==> src/rtl/ahb_pkg.sv <==
// Shared AHB-Lite encodings and the master's state enumeration.
package ahb_pkg;
  localparam logic [1:0] HTRANS_IDLE   = 2'b00;
  localparam logic [1:0] HTRANS_BUSY   = 2'b01;
  localparam logic [1:0] HTRANS_NONSEQ = 2'b10;
  localparam logic [1:0] HTRANS_SEQ    = 2'b11;

  localparam logic [2:0] HBURST_SINGLE = 3'b000;
  localparam logic [2:0] HBURST_INCR4  = 3'b011;

  localparam logic [2:0] HSIZE_WORD    = 3'b010;

  typedef enum logic [2:0] {
    ST_IDLE  = 3'd0,
    ST_ADDR  = 3'd1,
    ST_BURST = 3'd2,
    ST_LAST  = 3'd3,
    ST_ERR   = 3'd4
  } state_t;
endpackage

==> src/rtl/ahb_master_if.sv <==
// Command/response side plus AHB-Lite bus of the master; master = DUT view, slave = environment view.
interface ahb_master_if;
  logic        cmd_valid;
  logic        cmd_ready;
  logic        cmd_write;
  logic        cmd_burst;
  logic [31:0] cmd_addr;
  logic [31:0] wdata;
  logic        wdata_ack;
  logic        rsp_valid;
  logic [31:0] rsp_rdata;
  logic        done;
  logic        err;
  logic [31:0] haddr;
  logic        hwrite;
  logic [2:0]  hsize;
  logic [2:0]  hburst;
  logic [3:0]  hprot;
  logic [1:0]  htrans;
  logic        hmastlock;
  logic [31:0] hwdata;
  logic        hready;
  logic        hresp;
  logic [31:0] hrdata;

  modport master (
    input  cmd_valid, cmd_write, cmd_burst, cmd_addr, wdata, hready, hresp, hrdata,
    output cmd_ready, wdata_ack, rsp_valid, rsp_rdata, done, err,
           haddr, hwrite, hsize, hburst, hprot, htrans, hmastlock, hwdata
  );

  modport slave (
    output cmd_valid, cmd_write, cmd_burst, cmd_addr, wdata, hready, hresp, hrdata,
    input  cmd_ready, wdata_ack, rsp_valid, rsp_rdata, done, err,
           haddr, hwrite, hsize, hburst, hprot, htrans, hmastlock, hwdata
  );
endinterface

==> src/rtl/ahb_master.sv <==
// AHB-Lite master: one SINGLE/INCR4 word command at a time, address of beat n+1 overlaps data of beat n.
// Bus outputs registered and frozen while hready=0; done pulses the cycle after the last data phase.
module ahb_master
  import ahb_pkg::*;
#(
  parameter logic [3:0] HPROT_VAL = 4'b0011
) (
  input  logic         hclk,
  input  logic         hresetn,
  ahb_master_if.master bus
);

  state_t     state, state_nxt;
  logic [1:0] beat_cnt;
  logic       accept, addr_acc, final_beat, in_data, data_ok, data_err;

  assign bus.hsize     = HSIZE_WORD;
  assign bus.hmastlock = 1'b0;
  assign bus.hprot     = HPROT_VAL;

  assign accept     = bus.cmd_valid & bus.cmd_ready & (state == ST_IDLE);
  assign in_data    = (state == ST_BURST) | (state == ST_LAST);
  assign data_ok    = in_data & bus.hready & ~bus.hresp;
  assign data_err   = in_data & ~bus.hready & bus.hresp;
  assign addr_acc   = bus.hready & ((state == ST_ADDR) | ((state == ST_BURST) & ~bus.hresp));
  assign final_beat = (state == ST_ADDR) ? (bus.hburst == HBURST_SINGLE) : (beat_cnt == 2'd3);
  // Write data is sampled on the edge that accepts its address phase, so the ack covers that cycle.
  assign bus.wdata_ack = addr_acc & bus.hwrite;

  always_ff @(posedge hclk or negedge hresetn) begin
    if (!hresetn) state <= ST_IDLE;
    else          state <= state_nxt;
  end

  always_comb begin
    state_nxt = state;
    case (state)
      ST_IDLE:  if (accept) state_nxt = ST_ADDR;
      ST_ADDR:  if (addr_acc) state_nxt = final_beat ? ST_LAST : ST_BURST;
      ST_BURST: begin
        if (data_err)                    state_nxt = ST_ERR;
        else if (addr_acc && final_beat) state_nxt = ST_LAST;
      end
      ST_LAST: begin
        if (data_err)     state_nxt = ST_ERR;
        else if (data_ok) state_nxt = ST_IDLE;
      end
      ST_ERR:   if (bus.hready) state_nxt = ST_IDLE;
      default:  state_nxt = ST_IDLE;
    endcase
  end

  always_ff @(posedge hclk or negedge hresetn) begin
    if (!hresetn) begin
      bus.haddr     <= 32'h0;
      bus.htrans    <= HTRANS_IDLE;
      bus.hwrite    <= 1'b0;
      bus.hburst    <= HBURST_SINGLE;
      bus.hwdata    <= 32'h0;
      bus.cmd_ready <= 1'b0;
      bus.rsp_valid <= 1'b0;
      bus.rsp_rdata <= 32'h0;
      bus.done      <= 1'b0;
      bus.err       <= 1'b0;
      beat_cnt      <= 2'd0;
    end else begin
      bus.cmd_ready <= (state_nxt == ST_IDLE);
      bus.rsp_valid <= data_ok & ~bus.hwrite;
      bus.done      <= ((state == ST_LAST) & data_ok) | ((state == ST_ERR) & bus.hready);
      bus.err       <= (state == ST_ERR) & bus.hready;
      if (data_ok && !bus.hwrite) bus.rsp_rdata <= bus.hrdata;

      if (accept) begin
        bus.haddr  <= bus.cmd_addr;
        bus.hwrite <= bus.cmd_write;
        bus.hburst <= bus.cmd_burst ? HBURST_INCR4 : HBURST_SINGLE;
        bus.htrans <= HTRANS_NONSEQ;
        beat_cnt   <= 2'd0;
      end else if (addr_acc) begin
        beat_cnt <= beat_cnt + 2'd1;
        if (bus.hwrite) bus.hwdata <= bus.wdata;
        if (final_beat) begin
          bus.htrans <= HTRANS_IDLE;
        end else begin
          bus.htrans <= HTRANS_SEQ;
          bus.haddr  <= bus.haddr + 32'd4;
        end
      end else if (data_err || state_nxt == ST_IDLE) begin
        // An ERROR cancels the pending beat, so the bus goes idle before the second response cycle.
        bus.htrans <= HTRANS_IDLE;
      end
    end
  end

endmodule

==> src/flat_wrapper.sv <==
// flat-port wrapper written by rule: the top's interface ports become plain ports
module ahb_master_flat import ahb_pkg::*;
#(
  parameter logic [3:0] HPROT_VAL = 4'b0011
)
  (hclk, hresetn, bus_cmd_valid, bus_cmd_write, bus_cmd_burst, bus_cmd_addr, bus_wdata, bus_hready, bus_hresp, bus_hrdata, bus_cmd_ready, bus_wdata_ack, bus_rsp_valid, bus_rsp_rdata, bus_done, bus_err, bus_haddr, bus_hwrite, bus_hsize, bus_hburst, bus_hprot, bus_htrans, bus_hmastlock, bus_hwdata);
  ahb_master_if bus_i ();
  input  logic hclk;
  input  logic hresetn;
  input wire logic [$bits(bus_i.cmd_valid)-1:0] bus_cmd_valid;
  input wire logic [$bits(bus_i.cmd_write)-1:0] bus_cmd_write;
  input wire logic [$bits(bus_i.cmd_burst)-1:0] bus_cmd_burst;
  input wire logic [$bits(bus_i.cmd_addr)-1:0] bus_cmd_addr;
  input wire logic [$bits(bus_i.wdata)-1:0] bus_wdata;
  input wire logic [$bits(bus_i.hready)-1:0] bus_hready;
  input wire logic [$bits(bus_i.hresp)-1:0] bus_hresp;
  input wire logic [$bits(bus_i.hrdata)-1:0] bus_hrdata;
  output wire logic [$bits(bus_i.cmd_ready)-1:0] bus_cmd_ready;
  output wire logic [$bits(bus_i.wdata_ack)-1:0] bus_wdata_ack;
  output wire logic [$bits(bus_i.rsp_valid)-1:0] bus_rsp_valid;
  output wire logic [$bits(bus_i.rsp_rdata)-1:0] bus_rsp_rdata;
  output wire logic [$bits(bus_i.done)-1:0] bus_done;
  output wire logic [$bits(bus_i.err)-1:0] bus_err;
  output wire logic [$bits(bus_i.haddr)-1:0] bus_haddr;
  output wire logic [$bits(bus_i.hwrite)-1:0] bus_hwrite;
  output wire logic [$bits(bus_i.hsize)-1:0] bus_hsize;
  output wire logic [$bits(bus_i.hburst)-1:0] bus_hburst;
  output wire logic [$bits(bus_i.hprot)-1:0] bus_hprot;
  output wire logic [$bits(bus_i.htrans)-1:0] bus_htrans;
  output wire logic [$bits(bus_i.hmastlock)-1:0] bus_hmastlock;
  output wire logic [$bits(bus_i.hwdata)-1:0] bus_hwdata;
  assign bus_i.cmd_valid = bus_cmd_valid;
  assign bus_i.cmd_write = bus_cmd_write;
  assign bus_i.cmd_burst = bus_cmd_burst;
  assign bus_i.cmd_addr = bus_cmd_addr;
  assign bus_i.wdata = bus_wdata;
  assign bus_i.hready = bus_hready;
  assign bus_i.hresp = bus_hresp;
  assign bus_i.hrdata = bus_hrdata;
  assign bus_cmd_ready = bus_i.cmd_ready;
  assign bus_wdata_ack = bus_i.wdata_ack;
  assign bus_rsp_valid = bus_i.rsp_valid;
  assign bus_rsp_rdata = bus_i.rsp_rdata;
  assign bus_done = bus_i.done;
  assign bus_err = bus_i.err;
  assign bus_haddr = bus_i.haddr;
  assign bus_hwrite = bus_i.hwrite;
  assign bus_hsize = bus_i.hsize;
  assign bus_hburst = bus_i.hburst;
  assign bus_hprot = bus_i.hprot;
  assign bus_htrans = bus_i.htrans;
  assign bus_hmastlock = bus_i.hmastlock;
  assign bus_hwdata = bus_i.hwdata;
  ahb_master #(.HPROT_VAL(HPROT_VAL)) u_core (.hclk(hclk), .hresetn(hresetn), .bus(bus_i));
endmodule
==> config.mk <==
export PLATFORM = sky130hd
export DESIGN_NAME = ahb_master_flat
export DESIGN_NICKNAME = d
export VERILOG_FILES = /design/src/rtl/ahb_pkg.sv /design/src/rtl/ahb_master_if.sv /design/src/rtl/ahb_master.sv /design/src/flat_wrapper.sv
export SDC_FILE = /design/constraint.sdc
export NUM_CORES = 1
export LEC_CHECK = 0
export ABC_AREA = 1
export CELL_PAD_IN_SITES_DETAIL_PLACEMENT = 0
export CELL_PAD_IN_SITES_GLOBAL_PLACEMENT = 1
export CORE_MARGIN = 3
export CORE_UTILIZATION = 32
export CTS_CLUSTER_DIAMETER = 60
export CTS_CLUSTER_SIZE = 28
export DETAILED_ROUTE_END_ITERATION = 16
export PLACE_DENSITY_LB_ADDON = 0.08
export SYNTH_ARGS = -nofsm -noshare
export SYNTH_HDL_FRONTEND = slang
export SYNTH_SLANG_ARGS = --single-unit
==> constraint.sdc <==
create_clock -name hclk -period 1.9 [get_ports hclk]
set_clock_uncertainty 0.1 [all_clocks]
set_input_delay 0.475 -clock hclk [delete_from_list [all_inputs] [get_ports hclk]]
set_output_delay 0.475 -clock hclk [all_outputs]
set_load 0.1 [all_outputs]
==> results.yml <==
worst_setup_path:
  end_kind: "primary output"
  critPathMaxFanout: 3
  ff2ff_path_depth: 8
  worstPathArrival_ns: 1.47
  path_class: "flop to primary output"
  required_ns: 1.32
  startpoint_type: "flop"
drt:
  vias_per_cell: 4.58
  detail-route-antenna-nets: 0
  drt_iter0_drc: 261
  wl_um: 17400
  wl_per_cell_um: 16.2
  drc: 0
  vias: 4925
  firstDrtPassIters: 6
cts:
  clk_latency_ns: 0.35
  cts_max_level: 3
  cts_tree: "yes"
  clockBufferDepth: 2
  cts_buffers: 9
  hold_buffers: 0
  cts_sinks: 109
  root_buffer: "clkbuf_16"
  clk_pin_slew_ns: 0.08
grt:
  grt.total_usage_pct: 18.8
  grt_overflow: 0
  grt_pass1_wl_um: 27500
  grt_max_degree: 61
  grt_pass1_vias: 5064
  antenna_found_initial: 2
layout:
  final_common_cell: "nand2_1"
  most-common-layout-cells: "nand2_1 (263), buf_12 (111), clkdlybuf4s50_1 (99), dfrtp_1 (78), nor2_1 (34)"
  fillers: 1439
  diodes: 0
  syn_to_final_growth_pct: 71.9
  regArea_mm2: 0.00277
  multi_input_area_mm2: 0.00243
  layout-drive-gt1-share_pct: 29.0
  nNetsFinal: 955
timing:
  fin_hold_ws_ns: 0.00641
  setup_viol: 1
  hold_viol: 0
  period_minus_slack_ns: 2.05
  slew-limit-headroom_pct: 64.3
  grt_setup_unrepaired: "true"
  finalCritPeriodShare_pct: 108
  max_freq_mhz: 489
  final_max_slew_viol_count: 0
  setup_ws_ns: -0.146
  worst_slew_pin_slew_ns: 0.535
floorplanning:
  die_h_um: 137
  core.rowCount: 47
  start_util_pct: 32.9
  die-area_mm2: 0.0187
  io_pins: 218
  core_area_mm2: 0.0166
  die_x_um: 137
synthesis:
  seq_area_frac_synth_pct: 49.8
  yosysUniqueCellTypes: 31
  synth_seq_cells: 109
  syn_inst: 612
  synth-main-ff-cell: "dfrtp_1"
  syn_area_per_cell_um2: 8.95
  async_reset_ff_share_pct: 100
  synth_edf_count: 0
  synth_area_mm2: 0.00548
  synth_warnings: 0
status:
  status: "complete, but fails checks"
  violations: "negative setup slack"
flow_run:
  drv_cap: 0
placed_design:
  dpl.hpwl_um: 13400
  io_buffers: 208
  gp_congestion: 0.826
hold_path:
  hold_path.class: "input port to async pin"
metrics by stage:
step	setup TNS [ns]	cells	util (%)	instance area, µm²	setup slack (ns)
finish	-0.146	1075	56.6	9410	-0.146
global route	-0.218	1075	56.6	9410	-0.205
CTS	-0.772	1075	56.5	9400	-0.181
detailed placement	-23.68	1053	54.3	9030	-0.355
global placement	-24.37	1053	54.3	9030	-0.332
floorplan	-0.00985	619	-	5550	-0.00985
layer usage:
metal  part of all wire (%)  track usage [%]  vias up  routed length, µm
met5                   0.14                0        -                 24
met4                    1.1             4.66        4                183
met3                    7.0             4.30       14               1220
met2                     48             31.4      166               8390
met1                     43             24.9     2325               7560
li1                       -                -     2416                  -
area by class of cell:
class / instances / share of cell area, %
Inverter: 31 / 1.26
Timing Repair Buffer: 247 / 37.4
Multi-Input combinational cell: 452 / 25.8
Tap cell: 220 / 2.92
Sequential cell: 109 / 29.5
Clock inverter: 7 / 0.798
Clock buffer: 9 / 2.39
what timing repair did:
item,4_1_cts,5_1_grt
endpoints found under the setup margin,1,35
buffers inserted,6,1
gates resized for setup,11,3
pin swaps,2,2
logic make-up (layout without fill, tap and decap cells):
logic type / after synthesis / count (layout) / synth area share (%)
buffers and inverters: 58 / 294 / 6.65
other: 2 / 9 / 0.137
AOI/OAI and AO/OA: 20 / 20 / 2.38
and+or+nand+nor: 373 / 373 / 29.4
DFF: 109 / 109 / 49.8
xor gates and xnor gates: 16 / 16 / 2.56
muxes: 32 / 32 / 8.57
adders and majority gates: 2 / 2 / 0.457
cell usage after synthesis (2+ instances only):
library cell | instances | area share (%)
buf_2 | 4 | 0.37
nor2_1 | 36 | 2.5
nand3b_1 | 8 | 1.1
buf_4 | 16 | 2.2
o21ai_0 | 5 | 0.46
ha_1 | 2 | 0.46
dfrtp_1 | 109 | 50
xor2_1 | 11 | 1.8
nand4_1 | 7 | 0.80
o211ai_1 | 11 | 1.5
nand3_1 | 33 | 3.0
conb_1 | 2 | 0.14
xnor2_1 | 5 | 0.80
nor3_1 | 12 | 1.1
a21oi_1 | 2 | 0.18
nand2_2 | 3 | 0.34
nand2_1 | 263 | 18
nor2_4 | 3 | 0.62
o22ai_1 | 2 | 0.23
inv_1 | 26 | 1.8
mux2_2 | 3 | 0.62
nand2_4 | 3 | 0.62
nand3_2 | 2 | 0.37
buf_12 | 3 | 1.1
buf_6 | 4 | 0.82
inv_2 | 4 | 0.27
mux2_4 | 29 | 8.0
critical path, cell delays in order, from the launching register on:
cell,delay [ns]
dfrtp_2,0.44
nor2_4,0.13
nand3_2,0.09
nand2_4,0.08
nand2_4,0.06
nor2_8,0.14
buf_12,0.19
registers in the layout, summed over array words and instances, names as in the netlist, 2 cells and up:
signal and cells:
u_core.bus.htrans 2, u_core.bus.haddr 32, u_core.state 3, u_core.bus.hwdata 32, u_core.bus.rsp_rdata 32, u_core.beat_cnt 2
worst paths after layout:
path,from,end,slack [ns]
setup / recovery,u_core.state[2],bus_wdata_ack,-0.15
hold / removal,hresetn,u_core.bus.rsp_rdata[18],0.006
setup reg to reg,u_core.state[2],u_core.bus.hwdata[20],0.07
hold reg to reg,u_core.beat_cnt[0],u_core.beat_cnt[0],0.39
max in group asynchronous,hresetn,u_core.bus.haddr[2],1.32
min in group hclk,u_core.beat_cnt[0],u_core.beat_cnt[0],0.39
Power is not shown: default switching activity piles up to over one toggle a cycle in this logic, so the estimate is an artifact.
